File: config.mk
export PLATFORM = sky130hd
export DESIGN_NAME = cab_led_driver_flat
export DESIGN_NICKNAME = d
export VERILOG_FILES = /design/src/rtl/cab_led_driver_if.sv /design/src/rtl/cab_led_driver.sv /design/src/flat_wrapper.sv
export SDC_FILE = /design/constraint.sdc
export NUM_CORES = 1
export LEC_CHECK = 0
export BUFFER_PORTS_ARGS = -buffer_cell sky130_fd_sc_hd__buf_2
export CAP_MARGIN = 10
export CORE_ASPECT_RATIO = 1.4
export CORE_MARGIN = 2
export CORE_UTILIZATION = 59
export DETAILED_ROUTE_END_ITERATION = 16
export HOLD_SLACK_MARGIN = 0.1
export PLACE_DENSITY = 0.79
export SLEW_MARGIN = 20
export SYNTH_ARGS = -nofsm -noshare
export SYNTH_HDL_FRONTEND = slang
export SYNTH_SLANG_ARGS = --single-unit
File: constraint.sdc
create_clock -name CLK_6MB -period 2.7 [get_ports CLK_6MB]
set_input_delay 0.54 -clock CLK_6MB [delete_from_list [all_inputs] [get_ports CLK_6MB]]
set_output_delay 0.54 -clock CLK_6MB [all_outputs]
set_load 0.005 [all_outputs]
File: src/rtl/cab_led_driver_if.sv
// Write-side request bus into the cabinet LED driver.
// The system-register decode is the master; the driver is the slave.
interface cab_led_driver_if;
    logic       WR_EN;
    logic [1:0] WR_SEL;
    logic [7:0] WR_DATA;
    logic       WR_READY;

    modport master (output WR_EN, output WR_SEL, output WR_DATA, input WR_READY);
    modport slave  (input WR_EN, input WR_SEL, input WR_DATA, output WR_READY);
endinterface

File: src/rtl/cab_led_driver.sv
// Cabinet LED driver: queues tagged byte writes and sequences the shared
// LED_DATA bus plus three active-low LED_LATCH strobes. Each board captures
// its byte on the falling edge of its strobe.
module cab_led_driver #(
    parameter int SETUP_W = 2,   // cycles of stable data before the strobe falls (1..15)
    parameter int PULSE_W = 4,   // cycles the strobe is held low (1..15)
    parameter int DEPTH   = 4    // request FIFO entries, power of two (2..16)
) (
    input  logic              CLK_6MB,
    input  logic              nRESET,
    cab_led_driver_if.slave   wr,
    output logic [7:0]        LED_DATA,
    output logic [2:0]        LED_LATCH,
    output logic              BUSY,
    output logic              OVF
);
    localparam int AW = $clog2(DEPTH);
    localparam int CW = AW + 1;
    localparam logic [3:0]    SETUP_LD = 4'(SETUP_W - 1);
    localparam logic [3:0]    PULSE_LD = 4'(PULSE_W - 1);
    localparam logic [CW-1:0] FULL_CNT = CW'(DEPTH);

    typedef struct packed {
        logic [1:0] sel;
        logic [7:0] data;
    } entry_t;

    typedef enum logic [1:0] {
        IDLE   = 2'd0,
        SETUP  = 2'd1,
        STROBE = 2'd2,
        HOLD   = 2'd3
    } state_t;

    // FIFO state
    entry_t        mem_q [DEPTH];
    entry_t        mem_d [DEPTH];
    logic [AW-1:0] wr_ptr_q, wr_ptr_d;
    logic [AW-1:0] rd_ptr_q, rd_ptr_d;
    logic [CW-1:0] count_q, count_d;
    logic          ovf_q, ovf_d;

    // Sequencer state
    state_t        state_q, state_d;
    logic [3:0]    cnt_q, cnt_d;
    logic [7:0]    data_q, data_d;
    logic [1:0]    sel_q, sel_d;
    logic [2:0]    latch_q, latch_d;

    logic          push, pop, empty, full;
    entry_t        head;

    assign empty = (count_q == '0);
    assign full  = (count_q == FULL_CNT);
    assign push  = wr.WR_EN && !full;
    assign head  = mem_q[rd_ptr_q];

    // Active-low strobe pattern for a destination; broadcast pulls all three.
    function automatic logic [2:0] strobe_pat(input logic [1:0] s);
        logic [2:0] p;
        p = 3'b111;
        if (s == 2'd3) begin
            p = 3'b000;
        end else begin
            p[s] = 1'b0;
        end
        return p;
    endfunction

    // FIFO bookkeeping: push on accepted write, pop when the sequencer takes the head.
    always_comb begin
        mem_d    = mem_q;
        wr_ptr_d = wr_ptr_q;
        rd_ptr_d = rd_ptr_q;
        count_d  = count_q;
        ovf_d    = ovf_q;
        if (push) begin
            mem_d[wr_ptr_q] = '{sel: wr.WR_SEL, data: wr.WR_DATA};
            wr_ptr_d        = wr_ptr_q + 1'b1;
        end
        // A write offered while full is lost; remember that it happened.
        if (wr.WR_EN && full) begin
            ovf_d = 1'b1;
        end
        if (pop) begin
            rd_ptr_d = rd_ptr_q + 1'b1;
        end
        case ({push, pop})
            2'b10:   count_d = count_q + 1'b1;
            2'b01:   count_d = count_q - 1'b1;
            default: count_d = count_q;
        endcase
    end

    // Sequencer: next state, dwell counter, data/select capture and next strobe value.
    always_comb begin
        state_d = state_q;
        cnt_d   = cnt_q;
        data_d  = data_q;
        sel_d   = sel_q;
        pop     = 1'b0;
        case (state_q)
            IDLE: begin
                if (!empty) begin
                    pop     = 1'b1;
                    data_d  = head.data;
                    sel_d   = head.sel;
                    cnt_d   = SETUP_LD;
                    state_d = SETUP;
                end
            end
            SETUP: begin
                if (cnt_q == 4'd0) begin
                    cnt_d   = PULSE_LD;
                    state_d = STROBE;
                end else begin
                    cnt_d = cnt_q - 1'b1;
                end
            end
            STROBE: begin
                if (cnt_q == 4'd0) begin
                    state_d = HOLD;
                end else begin
                    cnt_d = cnt_q - 1'b1;
                end
            end
            HOLD: begin
                // Chaining straight into SETUP keeps the back-to-back period at
                // SETUP_W+PULSE_W+1 while still guaranteeing a high cycle here.
                if (!empty) begin
                    pop     = 1'b1;
                    data_d  = head.data;
                    sel_d   = head.sel;
                    cnt_d   = SETUP_LD;
                    state_d = SETUP;
                end else begin
                    state_d = IDLE;
                end
            end
            default: state_d = IDLE;
        endcase
        // Strobe is registered from the next state so it is glitch-free and
        // lines up with the edge the FSM enters/leaves STROBE.
        latch_d = (state_d == STROBE) ? strobe_pat(sel_d) : 3'b111;
    end

    // All state registers; reset drops the strobes high immediately.
    always_ff @(posedge CLK_6MB or negedge nRESET) begin
        if (!nRESET) begin
            for (int i = 0; i < DEPTH; i++) begin
                mem_q[i] <= '0;
            end
            wr_ptr_q <= '0;
            rd_ptr_q <= '0;
            count_q  <= '0;
            ovf_q    <= 1'b0;
            state_q  <= IDLE;
            cnt_q    <= 4'd0;
            data_q   <= 8'h00;
            sel_q    <= 2'd0;
            latch_q  <= 3'b111;
        end else begin
            mem_q    <= mem_d;
            wr_ptr_q <= wr_ptr_d;
            rd_ptr_q <= rd_ptr_d;
            count_q  <= count_d;
            ovf_q    <= ovf_d;
            state_q  <= state_d;
            cnt_q    <= cnt_d;
            data_q   <= data_d;
            sel_q    <= sel_d;
            latch_q  <= latch_d;
        end
    end

    assign wr.WR_READY = !full;
    assign LED_DATA    = data_q;
    assign LED_LATCH   = latch_q;
    assign BUSY        = !empty || (state_q != IDLE);
    assign OVF         = ovf_q;
endmodule

File: src/flat_wrapper.sv
// flat-port wrapper written by rule: the top's interface ports become plain ports
module cab_led_driver_flat 
#(
    parameter int SETUP_W = 2,                                                           
    parameter int PULSE_W = 4,                                           
    parameter int DEPTH   = 4                                                 
)
  (CLK_6MB, nRESET, LED_DATA, LED_LATCH, BUSY, OVF, wr_WR_EN, wr_WR_SEL, wr_WR_DATA, wr_WR_READY);
  cab_led_driver_if wr_i ();
  input  logic CLK_6MB;
  input  logic nRESET;
  output logic [7:0] LED_DATA;
  output logic [2:0] LED_LATCH;
  output logic BUSY;
  output logic OVF;
  input wire logic [$bits(wr_i.WR_EN)-1:0] wr_WR_EN;
  input wire logic [$bits(wr_i.WR_SEL)-1:0] wr_WR_SEL;
  input wire logic [$bits(wr_i.WR_DATA)-1:0] wr_WR_DATA;
  output wire logic [$bits(wr_i.WR_READY)-1:0] wr_WR_READY;
  assign wr_i.WR_EN = wr_WR_EN;
  assign wr_i.WR_SEL = wr_WR_SEL;
  assign wr_i.WR_DATA = wr_WR_DATA;
  assign wr_WR_READY = wr_i.WR_READY;
  cab_led_driver #(.SETUP_W(SETUP_W), .PULSE_W(PULSE_W), .DEPTH(DEPTH)) u_core (.CLK_6MB(CLK_6MB), .nRESET(nRESET), .wr(wr_i), .LED_DATA(LED_DATA), .LED_LATCH(LED_LATCH), .BUSY(BUSY), .OVF(OVF));
endmodule
==> impl_metrics.toml, run 1 <==
[logic_synthesis]
synth_mux_area_share_pct = 28.2
synthXorXnorAreaFrac_pct = 1.58
yosysUniqueCellTypes = 38
synth_top_family_by_area = "multiplexers"
synthAdderAreaFrac_pct = 6.23
yosysWarningCount = 0
postSynthCellCount = 221
synth_area_sq_um = 3330
syn-mean-instance-area_sq_um = 15.1
async_reset_ff_share_pct = 100
synth-edff-count = 0
ys_top_cells_by_count = "dfrtp_1, mux2_4, ha_1, inv_1"
synth_simple_gate_area_share_pct = 6.76
synth_largest_area_cell = "dfrtp_1"
yosys_most_used_dff = "dfrtp_1"
synth_fp_nets = 250
ys_ff_latch = 67
synth-compound-area-share_pct = 4.13
yosysSeqAreaShare_pct = 50.4
synth_top_area_share_pct = 48.0
yosysMostFrequentCell = "dfrtp_1"
synth_area_leaders = "dfrtp_1, mux2_4, mux4_2, ha_1, mux2_2"

[grt]
grtUsageMet1_pct = 27.7
antenna_found_initial = 0
grtUsageTotal_pct = 22.0
grt_overflow = 0
grtUsageMet2_pct = 35.3
grtUsageMet3_pct = 3.28
grt_pass1_wl_um = 9740
busiest_layer = "met2"
grt_max_degree = 30
grt_pass1_vias = 1992

[setup_path]
cp.required_ns = 2.97
worstSetupEndpointType = "register"
crit_type = "reg -> reg"
path_max_fanout = 5
critPathLaunchType = "register"
arrival_ns = 2.52

[routing]
via_count = 1836
vias_per_cell = 5.50
routedWlPerCell_um = 17.5
drcViolationCount = 0
wirelength_um = 5840
first_pass_iters = 4
drt_iter0_drc = 61
antenna_left = 0

[sta]
finalSetupViolations = 0
finalHoldViolations = 0
clock_skew_ns = 0.00997
worst_pin_slew_ns = 0.720
finalCriticalPeriod_ns = 2.25
rsz0062_at_grt = "false"
finalCritPeriodShare_pct = 83.4
slew-limit-headroom_pct = 51.6
max_freq_mhz = 444
drv_slew = 0
tns_ns = 0

[finish]
register_area_sq_um = 1680
fillers = 374
nets = 290
drive_gt1_share_pct = 44.4
area_delta_synth_final_pct = 13.9
multi_input_area_sq_um = 1560
design_area_sq_um = 3790
diodes = 0
final_util_pct = 69.2

[floorplan]
initial_core_util_pct = 60.8
fp.dieH_um = 92.9
num_rows = 32
dieArea_sq_um = 6280
core_area_sq_um = 5490
io_pins = 27
die_w_um = 67.5

[pwr]
leakage_nw = 1.82
ir_drop_mv = 0.676
p_per_area_nw_per_um2 = 1340

[clock_network]
clkSinkCount = 67
clock_latency_ns = 0.34
h-tree-depth = 3
clockBufferDepth = 2
root_buffer = "clkbuf_8"
path_clk_slew_ns = 0.07
postCtsResizedCells = 0
cts_tree = "built"
cts_made_buffers = 9

[worst_hold_path]
hold_class = "in -> reg"

[outcome]
status = "finished clean"

[run]
maxCapViolCount = 0

[placement]
hpwl_um = 3980
finalWeightedCongestion = 0.726
place.port_buffers = 26
placed_area_sq_um = 3570
## critical path, cell delays in order, from the launching register on
cell,delay [ns]
dfrtp_1,0.41
inv_1,0.11
ha_1,0.36
nor2_1,0.18
ha_1,0.21
inv_1,0.07
fa_1,0.42
xor2_1,0.15
nor2_1,0.11
xor2_1,0.16
## report_power, final
part / internal (W) / total, W / switching (W)
logic: 0.00136 / 0.00232 / 0.000954
registers: 0.00153 / 0.00188 / 0.000348
clock network: 0.000546 / 0.000908 / 0.000362
## kinds of logic after synthesis
kind of cell    Yosys count
xor+xnor                  6
compound gates           21
flops                    67
simple gates             31
fa+ha+maj                16
mux                      60
buf+inv                  20
## timing repair
item / in CTS / in global routing
endpoints found under the hold margin: 4 / 0
buffers inserted: 0 / 0
hold buffers: 1 / 0
## worst paths after layout
kind                                             endpoint  cells past startpoint  slack, ns                         from
max                         u_core.count_q[2]$_DFFE_PN0P_                      9       0.45  u_core.state_q[0]$_DFF_PN0_
min                                u_core.OVF$_DFFE_PN0P_                      2       0.41                     wr_WR_EN
max reg2reg                 u_core.count_q[2]$_DFFE_PN0P_                      9       0.45  u_core.state_q[0]$_DFF_PN0_
min reg2reg                        u_core.OVF$_DFFE_PN0P_                      1       0.46       u_core.OVF$_DFFE_PN0P_
max in group asynchronous    u_core.mem_q[22]$_DFFE_PN0P_                      3       1.37                       nRESET
min in group asynchronous  u_core.wr_ptr_q[0]$_DFFE_PN0P_                      2       0.63                       nRESET
## placed cells by master, fill, tap and decap left out, types with 2 or more instances in the layout
master     count
xnor2_1        3
dfstp_2        3
mux2_4        40
a32oi_1        2
o21ai_0        5
nand2_1        9
o22ai_1        2
buf_4          7
clkbuf_1       2
clkbuf_8      10
mux2_2        10
inv_1         15
mux4_2        10
a21oi_1        5
nor2_1         6
dfrtp_1       64
ha_1          15
nand2_8        4
xor2_1         3
buf_2         26
nand3_1        2
nor4_1         2
bufinv_16      2
## stage by stage
stage | cells | hold slack [ns] | setup WS, ns | power, W
final | 334 | 0.408 | 0.448 | 0.00510
after floorplan | 221 | 0.244 | 0.314 | 0.00367
after global routing | 334 | 0.403 | 0.297 | 0.00545
after detailed placement | 317 | 0.448 | 0.427 | 0.00421
after CTS | 334 | 0.398 | 0.431 | 0.00515
after global placement | 317 | 0.434 | 0.542 | 0.00411
## metal layers
layer  vias to the layer above  wire length [um]  part of all wire (%)
met5                         -                 0                     0
met4                         0               160                   2.7
li1                        862                 -                     -
met3                        12               135                   2.3
met1                       935              2440                    42
met2                        27              3110                    53
## flip-flops by register name (all words and copies together) (netlist names)
name / count
u_core.count_q: 3
u_core.state_q: 2
u_core.sel_q: 2
u_core.LED_LATCH: 3
u_core.LED_DATA: 8
u_core.wr_ptr_q: 2
u_core.cnt_q: 4
u_core.OVF: 1
u_core.rd_ptr_q: 2
u_core.mem_q: 40
## cell type report
type                       instances  area share [%]
timing repair buffer              34            5.08
sequential                        67            44.3
tap                               68            2.24
multi-input combinational        134            41.1
clock buffer                      12            3.82
clock inverter                     4            1.95
inverter                          15            1.48
(Power assumes the default switching activity.)
==> inputs of run 2 (changes only) <==
--- a/config.mk
+++ b/config.mk
@@ -5,14 +5,15 @@
 export SDC_FILE = /design/constraint.sdc
 export NUM_CORES = 1
 export LEC_CHECK = 0
+export ABC_AREA = 1
 export BUFFER_PORTS_ARGS = -buffer_cell sky130_fd_sc_hd__buf_2
 export CAP_MARGIN = 10
 export CORE_ASPECT_RATIO = 1.4
 export CORE_MARGIN = 2
-export CORE_UTILIZATION = 59
+export CORE_UTILIZATION = 54
 export DETAILED_ROUTE_END_ITERATION = 16
 export HOLD_SLACK_MARGIN = 0.1
-export PLACE_DENSITY = 0.79
+export PLACE_DENSITY = 0.76
 export SLEW_MARGIN = 20
 export SYNTH_ARGS = -nofsm -noshare
 export SYNTH_HDL_FRONTEND = slang
==> constraint.sdc (replaced) <==
create_clock -name CLK_6MB -period 2 [get_ports CLK_6MB]
set_input_delay 0.4 -clock CLK_6MB [delete_from_list [all_inputs] [get_ports CLK_6MB]]
set_output_delay 0.4 -clock CLK_6MB [all_outputs]
set_load 0.005 [all_outputs]
==> impl_metrics.toml, run 2 <==
[outcome]
status = "finished clean"

[logic_synthesis]
postSynthCellCount = 364
synth_area_leaders = "dfrtp_1, nand2_1, o21ai_2, ha_1, nor2_1"
synth_fp_nets = 393
yosysUniqueCellTypes = 32
yosysWarningCount = 0
synth_area_sq_um = 3330
yosysSeqAreaShare_pct = 50.4
synth-edff-count = 0
async_reset_ff_share_pct = 100
ys_ff_latch = 67
ys_top_cells_by_count = "nand2_1, dfrtp_1, nor2_1, inv_1, o21ai_2"
yosysMostFrequentCell = "nand2_1"
yosys_most_used_dff = "dfrtp_1"
syn-mean-instance-area_sq_um = 9.16
synth_largest_area_cell = "dfrtp_1"
synth_top_area_share_pct = 48.0

[placement]
hpwl_um = 4470
finalWeightedCongestion = 0.886
placed_area_sq_um = 3520
place.port_buffers = 26
dpl.cell_count = 453
dpl_worst_slack_ns = 0.0114

[grt]
grtUsageTotal_pct = 22.0
grt_pass1_wl_um = 11800
grt_pass1_vias = 2580
antenna_found_initial = 0
grt_max_degree = 52
grt_overflow = 0

[sta]
finalHoldViolations = 0
finalSetupViolations = 0
finalCriticalPeriod_ns = 1.97
worst_pin_slew_ns = 0.564
max_freq_mhz = 506
slew-limit-headroom_pct = 62.2
clock_skew_ns = 0.00907
drv_slew = 0
fin_ws_ns = 0.0252
finalCritPeriodShare_pct = 98.7

[routing]
routedWlPerCell_um = 14.3
first_pass_iters = 6
via_count = 2518
drcViolationCount = 0
wirelength_um = 6860
vias_per_cell = 5.25
drt_iter0_drc = 122
antenna_left = 0

[clock_network]
clockBufferDepth = 2
clock_latency_ns = 0.35
cts_made_buffers = 9
path_clk_slew_ns = 0.07
h-tree-depth = 3
clkSinkCount = 67
root_buffer = "clkbuf_8"
cts_tree = "built"

[finish]
fillers = 478
final_common_cell = "nand2_1"
design_area_sq_um = 3830
area_delta_synth_final_pct = 14.9
nets = 434
largest_reg_flops = 40
drive_gt1_share_pct = 27.6
top_register = "u_core.mem_q"
fin_cells = 480
diodes = 0
final_util_pct = 64.9
mostFrequentLayoutCells = "nand2_1, dfrtp_1, nor2_1, inv_1, buf_2"

[setup_path]
crit_chain = "inv_2 > ha_4 > inv_4 > nand2_4 > inv_8 > buf_4 > o21ai_2 > o22ai_2 > inv_1 > ha_1 > or2_2 > nand3_1"
arrival_ns = 2.27
worstSetupEndpointType = "register"
max_stage_delay_ns = 0.42
r2r_setup_slack_ns = 0.03
crit_slowest_cell = "dfrtp_1"
crit_type = "reg -> reg"
critPathLaunchType = "register"
path_max_fanout = 5
cp.required_ns = 2.29

[floorplan]
fp.dieH_um = 97.0
num_rows = 33
core_area_sq_um = 5900
initial_core_util_pct = 56.5
io_pins = 27
die_w_um = 70.4
dieArea_sq_um = 6830

[run]
maxCapViolCount = 0

[pwr]
leakage_nw = 1.90
p_per_area_nw_per_um2 = 1820
ir_drop_mv = 0.731
total_power_w = 0.00696

[worst_hold_path]
hold_class = "in -> reg"
run 2: changes by cell type after synthesis, sizes merged, moves of 8 or more:
cell / delta
nand3: +10
nor2: +44
mux2: -50
buf: +10
a31oi: +8
nand2: +62
inv: +24
o21ai: +59
mux4: -10
run 2: area by class of cell:
cell class,count,area [sq um],area share (%)
clock buffer,10,128,3.33
clock inverter,6,80.1,2.09
inverter,40,168,4.38
multi-input combinational,242,1400,36.5
sequential,67,1680,43.9
tap,70,87.6,2.29
timing repair buffer,45,288,7.51
run 2: final timing paths:
check	startpoint	endpoint	cells after the start
max	u_core.state_q[0]$_DFF_PN0_	u_core.LED_LATCH[1]$_DFF_PN1_	12
min in group asynchronous	nRESET	u_core.mem_q[18]$_DFFE_PN0P_	2
min reg2reg	u_core.OVF$_DFFE_PN0P_	u_core.OVF$_DFFE_PN0P_	1
max reg2reg	u_core.state_q[0]$_DFF_PN0_	u_core.LED_LATCH[1]$_DFF_PN1_	12
min	wr_WR_EN	u_core.OVF$_DFFE_PN0P_	2
max in group asynchronous	nRESET	u_core.LED_LATCH[2]$_DFF_PN1_	3
run 2: critical path, delay by kind of cell, from the launching register on:
kind / cells / cell delay [ns]
simple gates: 3 / 0.44
flops: 1 / 0.42
compound gates: 2 / 0.16
fa+ha+maj: 2 / 0.47
buf+inv: 5 / 0.43
run 2: stage by stage:
step	setup TNS [ns]	hold slack, ns
after floorplan	0	0.104
after global placement	0	0.357
final	0	0.345
after global routing	-0.100	0.345
after detailed placement	0	0.364
after CTS	0	0.344
run 2: logic make-up (layout without fill, tap and decap cells):
group,Yosys count,count (layout),share of synthesized area (%)
and+or+nand+nor,140,140,17.7
adders and majority gates,16,16,6.23
xor gates and xnor gates,5,5,1.31
AOI/OAI and AO/OA,81,81,15.6
DFF,67,67,50.4
buffers and inverters,55,101,8.74
run 2: layer usage:
metal / share of wire, % / track usage, %
met1: 42 / 26.6
met4: 2.8 / 11.2
met5: 0 / 0
met2: 51 / 36.7
met3: 3.7 / 4.27
run 2: report_power, final:
part,switching [W],internal [W]
logic,0.00196,0.00140
clock network,0.000509,0.000693
registers,0.000390,0.00201
run 2: what timing repair did:
item,in CTS,in global routing
endpoints found under the setup margin,0,2
hold buffers,1,0
resized for setup,0,6
endpoints found under the hold margin,16,0
buffers inserted,0,10
